==> src/rtl/gray_updown_counter_pkg.sv <==
// Shared Gray-code definitions: direction encodings used by the Gray counters.
package gray_updown_counter_pkg;

    // Direction input encodings
    localparam logic DIR_UP   = 1'b1;
    localparam logic DIR_DOWN = 1'b0;

endpackage : gray_updown_counter_pkg

==> src/rtl/gray_updown_counter_gray2bin.sv <==
// Combinational Gray-to-binary converter.
// Each binary bit is the XOR of all Gray bits from the MSB down to that bit.
module gray2bin #(
    parameter int WIDTH = 3
) (
    input  logic [WIDTH-1:0] gray,
    output logic [WIDTH-1:0] bin
);

    // Each bit is its own reduction XOR, so no bit depends on another output bit.
    for (genvar gi = 0; gi < WIDTH; gi++) begin : g_bit
        assign bin[gi] = ^gray[WIDTH-1:gi];
    end

endmodule : gray2bin

==> src/rtl/gray_updown_counter.sv <==
// Up/down Gray-code counter with a registered Gray output, a binary mirror,
// a Gray-coded synchronous load and wrap-direction flags (sticky or pulsed).
module gray_updown_counter
    import gray_updown_counter_pkg::*;
#(
    parameter int WIDTH  = 3,
    parameter int STICKY = 1
) (
    input  logic             Clk,
    input  logic             Reset_n,
    input  logic             En,
    input  logic             Dir,
    input  logic             Load,
    input  logic [WIDTH-1:0] Load_val,
    input  logic             Clr_flags,
    output logic [WIDTH-1:0] Output,
    output logic [WIDTH-1:0] Bin,
    output logic             Overflow,
    output logic             Underflow,
    output logic             Wrap
);

    localparam int WIDTH_MIN = 2;
    localparam int WIDTH_MAX = 16;

    // Reject widths outside the supported range at elaboration time.
    if (WIDTH < WIDTH_MIN || WIDTH > WIDTH_MAX) begin : g_width_check
        $error("gray_updown_counter: WIDTH out of range");
    end

    localparam logic [WIDTH-1:0] COUNT_MAX  = {WIDTH{1'b1}};
    localparam logic [WIDTH-1:0] COUNT_ZERO = '0;

    logic [WIDTH-1:0] b_reg;
    logic [WIDTH-1:0] b_next;
    logic [WIDTH-1:0] gray_reg;
    logic             overflow_reg;
    logic             overflow_next;
    logic             underflow_reg;
    logic             underflow_next;
    logic             wrap_reg;
    logic             wrap_next;
    logic             up_wrap;
    logic             down_wrap;
    logic [WIDTH-1:0] load_bin;

    // Load_val arrives Gray-coded; the count itself is kept in binary.
    gray2bin #(
        .WIDTH (WIDTH)
    ) u_load_conv (
        .gray (Load_val),
        .bin  (load_bin)
    );

    // Next count and wrap detection: Load beats En, En beats hold.
    always_comb begin
        b_next    = b_reg;
        up_wrap   = 1'b0;
        down_wrap = 1'b0;
        if (Load) begin
            b_next = load_bin;
        end else if (En) begin
            if (Dir == DIR_UP) begin
                b_next  = b_reg + 1'b1;
                up_wrap = (b_reg == COUNT_MAX);
            end else begin
                b_next    = b_reg - 1'b1;
                down_wrap = (b_reg == COUNT_ZERO);
            end
        end
        wrap_next = up_wrap | down_wrap;
    end

    // Flag update: a fresh wrap always wins over a clear; otherwise sticky flags
    // hold until cleared and pulsed flags drop back to zero.
    always_comb begin
        overflow_next  = 1'b0;
        underflow_next = 1'b0;
        if (up_wrap) begin
            overflow_next = 1'b1;
        end else if (STICKY != 0 && !Clr_flags) begin
            overflow_next = overflow_reg;
        end
        if (down_wrap) begin
            underflow_next = 1'b1;
        end else if (STICKY != 0 && !Clr_flags) begin
            underflow_next = underflow_reg;
        end
    end

    // State registers; Gray output is encoded from the next count so it lines
    // up with the binary count in the same cycle.
    always_ff @(posedge Clk or negedge Reset_n) begin
        if (!Reset_n) begin
            b_reg         <= '0;
            gray_reg      <= '0;
            overflow_reg  <= 1'b0;
            underflow_reg <= 1'b0;
            wrap_reg      <= 1'b0;
        end else begin
            b_reg         <= b_next;
            gray_reg      <= b_next ^ (b_next >> 1);
            overflow_reg  <= overflow_next;
            underflow_reg <= underflow_next;
            wrap_reg      <= wrap_next;
        end
    end

    assign Output    = gray_reg;
    assign Bin       = b_reg;
    assign Overflow  = overflow_reg;
    assign Underflow = underflow_reg;
    assign Wrap      = wrap_reg;

endmodule : gray_updown_counter

==> config.mk <==
export PLATFORM = sky130hd
export DESIGN_NAME = gray_updown_counter
export DESIGN_NICKNAME = d
export VERILOG_FILES = /design/src/rtl/gray_updown_counter_pkg.sv /design/src/rtl/gray_updown_counter_gray2bin.sv /design/src/rtl/gray_updown_counter.sv
export SDC_FILE = /design/constraint.sdc
export NUM_CORES = 1
export LEC_CHECK = 0
export CAP_MARGIN = 20
export CORE_AREA = 2 2 39 41
export CTS_CLUSTER_SIZE = 25
export DETAILED_ROUTE_END_ITERATION = 8
export DIE_AREA = 0 0 41 43
export MAX_ROUTING_LAYER = met4
export SYNTH_ARGS = -nofsm -noshare
export SYNTH_HDL_FRONTEND = slang
export SYNTH_SLANG_ARGS = --single-unit
==> constraint.sdc <==
create_clock -name Clk -period 2.1 [get_ports Clk]
set_clock_uncertainty 0.05 [all_clocks]
set_input_delay 0.42 -clock Clk [delete_from_list [all_inputs] [get_ports Clk]]
set_output_delay 0.42 -clock Clk [all_outputs]
set_load 0.02 [all_outputs]
# ---- After elaboration in Yosys (flattened, before gate mapping)
# Index checks and enable logic that the tools add are counted.
dict set report classes {
  n_eq_ne 1
  bitwise 2
  n_mul 0
  addsub 2
  reduce_logical 5
  mux 12
  magnitude_cmp 0
  shift 0
  div_mod_pow 0
}
# op n
set ops {}
lappend ops {{$mux W1} 9}
lappend ops {{$mux W3} 3}
lappend ops {{$reduce_bool A2 Y1} 2}
lappend ops {{$add A3 B1 Y3 const B} 1}
lappend ops {{$eq A3 B3 Y1 const B} 1}
lappend ops {{$logic_not A3 Y1} 1}
lappend ops {{$reduce_xor A3 Y1} 1}
lappend ops {{$sub A3 B1 Y3 const B} 1}
lappend ops {{$xor A3 B2 Y3} 1}
lappend ops {{$reduce_xor A2 Y1} 1}
lappend ops {{$or A1 B1 Y1} 1}
dict set report totals {
  elab_cells 27
  mem_bits_ro 0
  memories 0
  regBits 9
  ram_bits 0
  latchBits 0
  output_inout_bits 9
}

# ---- Longest topological paths before layout
dict set report depth {
  word_depth 5
  ltp_mapped 6
}

# ---- Modules after synthesis
# From an unflattened synthesis, not the netlist that was laid out.
dict set report unflattened {
  cells_unflattened 39
  hier_area_um2 432.9
}
# mod seq_area_each_um2 n_inst cells_each area_each_um2
set modules_own_cells {}
lappend modules_own_cells {gray_updown_counter 200.2 1 36 392.9}
lappend modules_own_cells {gray2bin 0.0 1 3 40.0}

# ---- Least setup slack after synthesis
# No wires, ideal clock.
dict set report synth_path {
  kind {register to register}
  startpoint {reg b_reg[0], in the netlist Bin[0]}
  endpoint {reg gray_reg[1], in the netlist Output[1]}
  setup_slack_ns 0.257
  arrival_time_ns 1.714
  period_less_slack_ns 1.843
  stages_incl_launch_ff 7
  cell_sequence {dfrtp_1 > inv_1 > fa_1 > xnor2_1 > or3b_1 > nand3_2 > xor2_1}
}
dict set report synth_via {
  elab_chain_cells 5
  elab_cells_between_ends 6
  classes_between {add/sub (2); mux (3); bitwise (1)}
}
# item line
set synth_lines {}
lappend synth_lines {{from (decl)} gray_updown_counter.sv:34} ;# logic [WIDTH-1:0] b_reg;
lappend synth_lines {{from (signal assigned)} gray_updown_counter.sv:101} ;# b_reg <= b_next;
lappend synth_lines {{$sub A3 B1 Y3 / $add A3 B1 Y3 (equally long branches)} {gray_updown_counter.sv:67, gray_updown_counter.sv:64}}
lappend synth_lines {{$mux W3 *} gray_updown_counter.sv:63} ;# if (Dir == DIR_UP) begin
lappend synth_lines {{$mux W3 *} gray_updown_counter.sv:62} ;# end else if (En) begin
lappend synth_lines {{$mux W3 *} gray_updown_counter.sv:60} ;# if (Load) begin
lappend synth_lines {{net b_next[2]} gray_updown_counter.sv:35} ;# logic [WIDTH-1:0] b_next;
lappend synth_lines {{$xor A3 B2 Y3 *} gray_updown_counter.sv:102} ;# gray_reg <= b_next ^ (b_next >> 1);
lappend synth_lines {{to (signal assigned)} gray_updown_counter.sv:102}
lappend synth_lines {{to (decl)} gray_updown_counter.sv:36} ;# logic [WIDTH-1:0] gray_reg;
# The timed path passes the listed nets; every way through them passes the cells marked *.
# A chain may end at the register's enable or synchronous reset.

# ---- Worst setup path after layout
dict set report layout_path {
  startpoint {in Dir}
  endpoint {reg gray_reg[1], in the netlist Output[1]}
}
dict set report layout_via {
  elab_chain_cells 4
}
# item line
set layout_lines {}
lappend layout_lines {{from (decl)} gray_updown_counter.sv:12} ;# input logic Dir,
lappend layout_lines {{$mux W3} gray_updown_counter.sv:63}
lappend layout_lines {{$mux W3} gray_updown_counter.sv:62}
lappend layout_lines {{$mux W3} gray_updown_counter.sv:60}
lappend layout_lines {{net b_next[2]} gray_updown_counter.sv:35}
lappend layout_lines {{$xor A3 B2 Y3} gray_updown_counter.sv:102}
# The timed path passes the listed nets, and every way through them passes these cells.

==> metrics.txt <==
clock network latency to the later pin of the worst-skew pair 250 ps; Critical Path RT 2220 ps; Synth Net Count 54; Ys Warns 0; Clock Power Share 0.221; critical path class primary input to flop; Pwr per Cell Area ~780 nW/µm²; status finished clean; # clock sinks 8; Final nets 77; cell area after synthesis 430 µm²; logic gate share of total power 0.390; share of the synthesized area in the top cell type 0.465; final hold viol count 0; Max Cap Viol 0; most frequent cells in the layout clkdlybuf4s50_1, dfrtp_1, nand2_1, o21ai_0, inv_1; period utilization 0.929; post_cts resized 0; DRC Markers 0; core area 1380 µm²; Tot GR Track Use 0.126; Post-Route Setup TNS 0 ps; leading area contributor after synthesis dfrtp_1; # Post-CTS Setup Buffers 0; Leak roughly 0.29 nW; RSZ-0062 raised after global routing false; pin count of the biggest net entering global routing 9; FF-to-FF Start Bin[0]$_DFF_PN0_; vias ~350; Top Metal Used met3; clock slew at reported path FFs ~50 ps; sw frac 0.321; sequential element share of the synthesized area 0.465; global-route wire length before repair 1350 µm; top post-synthesis cells by area dfrtp_1, nand2_1, xnor2_1, xor2_1, o21ai_0; layout cell share with drive strength beyond 1 0.123; CP arrival ~2100 ps; Internal between 300 and 400 µW; P_sw 163 µW; fin util 0.472; sequential share of power 0.389; port bufs 17; Final setup viols 0; R2R setup slack 300 ps; max-slew violations 0; Detail Route Antenna Nets 0; Post-Route M1 WL ~400 µm; antenna violations before repair 0; CP Max Fanout 2; endpoint type of the worst setup path flop; maximum vdd drop approximately 250 µV; overall power between 500 and 600 µW; site row count 14; Yosys cell types 19; CTS root buf clkbuf_4; critical-path cell list clkdlybuf4s50_1 -> fa_1 -> xnor2_1 -> or3b_1 -> nand3_2 -> xor2_1; Hold Crit Class primary input to asynchronous set/reset pin; Syn-to-layout area delta 51.7%; Remaining Overflow, GRT 0; vias in the first global route 307; worst r2r dst Output[1]$_DFF_PN0_; CTS tree yes; 1st-iter DRT viols 9; ANT cells 0; Slew @ Worst Pin 357 ps; min cycle time layout 1950 ps; htree depth 1; FF-to-FF path depth 6; Worst path slowest cell clkdlybuf4s50_1; wire length per cell 10.1 µm; Initial Util 0.311; router iterations before antenna repair 2; delay of the slowest critical-path stage around 460 ps; RD Place Congestion between 0.8 and 0.9; Max Root-Sink Buffers 2; Vias/cell 4.35; Mapped Cells 44; Startpoint Class primary input; Yosys reg bits 8; met3 wire length 44 µm; CTS buffer count 3; # hold bufs at CTS 0; Avg Inst Size Synth 9.78 µm²; Die Ht 43 µm; Die Wd 41 µm; fmax around 510 MHz; die area 1760 µm²; commonest non-fill, non-tap cell in the layout clkdlybuf4s50_1; Routed WL 819 µm; IO Pins 18; Slew headroom 0.761; DR WL met2 383 µm
[power groups by stage]
stage / sequential, mW / combinational [mW] / clock (mW)
finish: 0.198 / 0.198 / 0.112
detailed placement: 0.201 / 0.198 / 0
floorplan: 0.228 / 0.0802 / 0
global placement: 0.201 / 0.200 / 0
global route: 0.201 / 0.219 / 0.126
CTS: 0.199 / 0.200 / 0.117
[state kept, by name, indices dropped and copies added (netlist names)]
register	flops
Underflow	1
Wrap	1
Bin	3
Output	2
Overflow	1
[critical path: cells and delay by family]
kind          cells  cell delay (ps)
xor+xnor          2              280
fa+ha+maj         1              460
buf+inv           1              460
simple gates      2              450
[cell type report]
class / instances / area (µm²)
fill: 142 / 731
multi-input combinational: 30 / 203
sequential: 8 / 200
timing repair buffer: 20 / 193
clock buffer: 3 / 22.5
tap: 16 / 20.0
inverter: 4 / 15.0
[cells by family after synthesis]
group                    after synthesis  synth area share
AO/OA/AOI/OAI                          8             0.105
XOR/XNOR                               6             0.122
adder cells (fa/ha/maj)                1            0.0465
buffers and inverters                  6            0.0639
flip-flops                             8             0.465
AND/OR/NAND/NOR                       15             0.198
[stage by stage]
step / instances / worst slack, ps / cell area (µm²) / hold slack (ps)
2_1_floorplan: 44 / 257 / 430 / 74.4
3_3_place_gp: 78 / -57.2 / 631 / 462
3_5_place_dp: 78 / -118 / 631 / 468
4_1_cts: 81 / 141 / 653 / 393
5_1_grt: 81 / 39.5 / 653 / 414
6_report: 81 / 150 / 653 / 397
[routing by layer]
metal / up-vias / GRT usage
met4: 0 / 0.120
met2: 12 / 0.150
met1: 153 / 0.163
met3: 0 / 0.0314
met5: - / -
li1: 187 / -
[worst max-delay path by stage]
stage	depth (start not counted)	end	start
floorplan	6	Output[1]$_DFF_PN0_	Bin[0]$_DFF_PN0_
global placement	6	Output[1]$_DFF_PN0_	Dir
detailed placement	6	Output[1]$_DFF_PN0_	Dir
CTS	6	Output[1]$_DFF_PN0_	Dir
global route	6	Output[1]$_DFF_PN0_	Dir
finish	6	Output[1]$_DFF_PN0_	Dir
[Yosys cell counts (all sizes together)]
| cell | n |
|---|---|
| dfrtp | 8 |
| nand2 | 7 |
| o21ai | 5 |
| inv | 4 |
| xnor2 | 3 |
| xor2 | 3 |
| buf | 2 |
| nor2 | 2 |
| a21oi | 1 |
| a22oi | 1 |
| fa | 1 |
| nand3 | 1 |
| nand3b | 1 |
| nor2b | 1 |
| nor3 | 1 |
| nor4 | 1 |
| o21a | 1 |
| or3b | 1 |
Power figures use the tool's default switching activity.
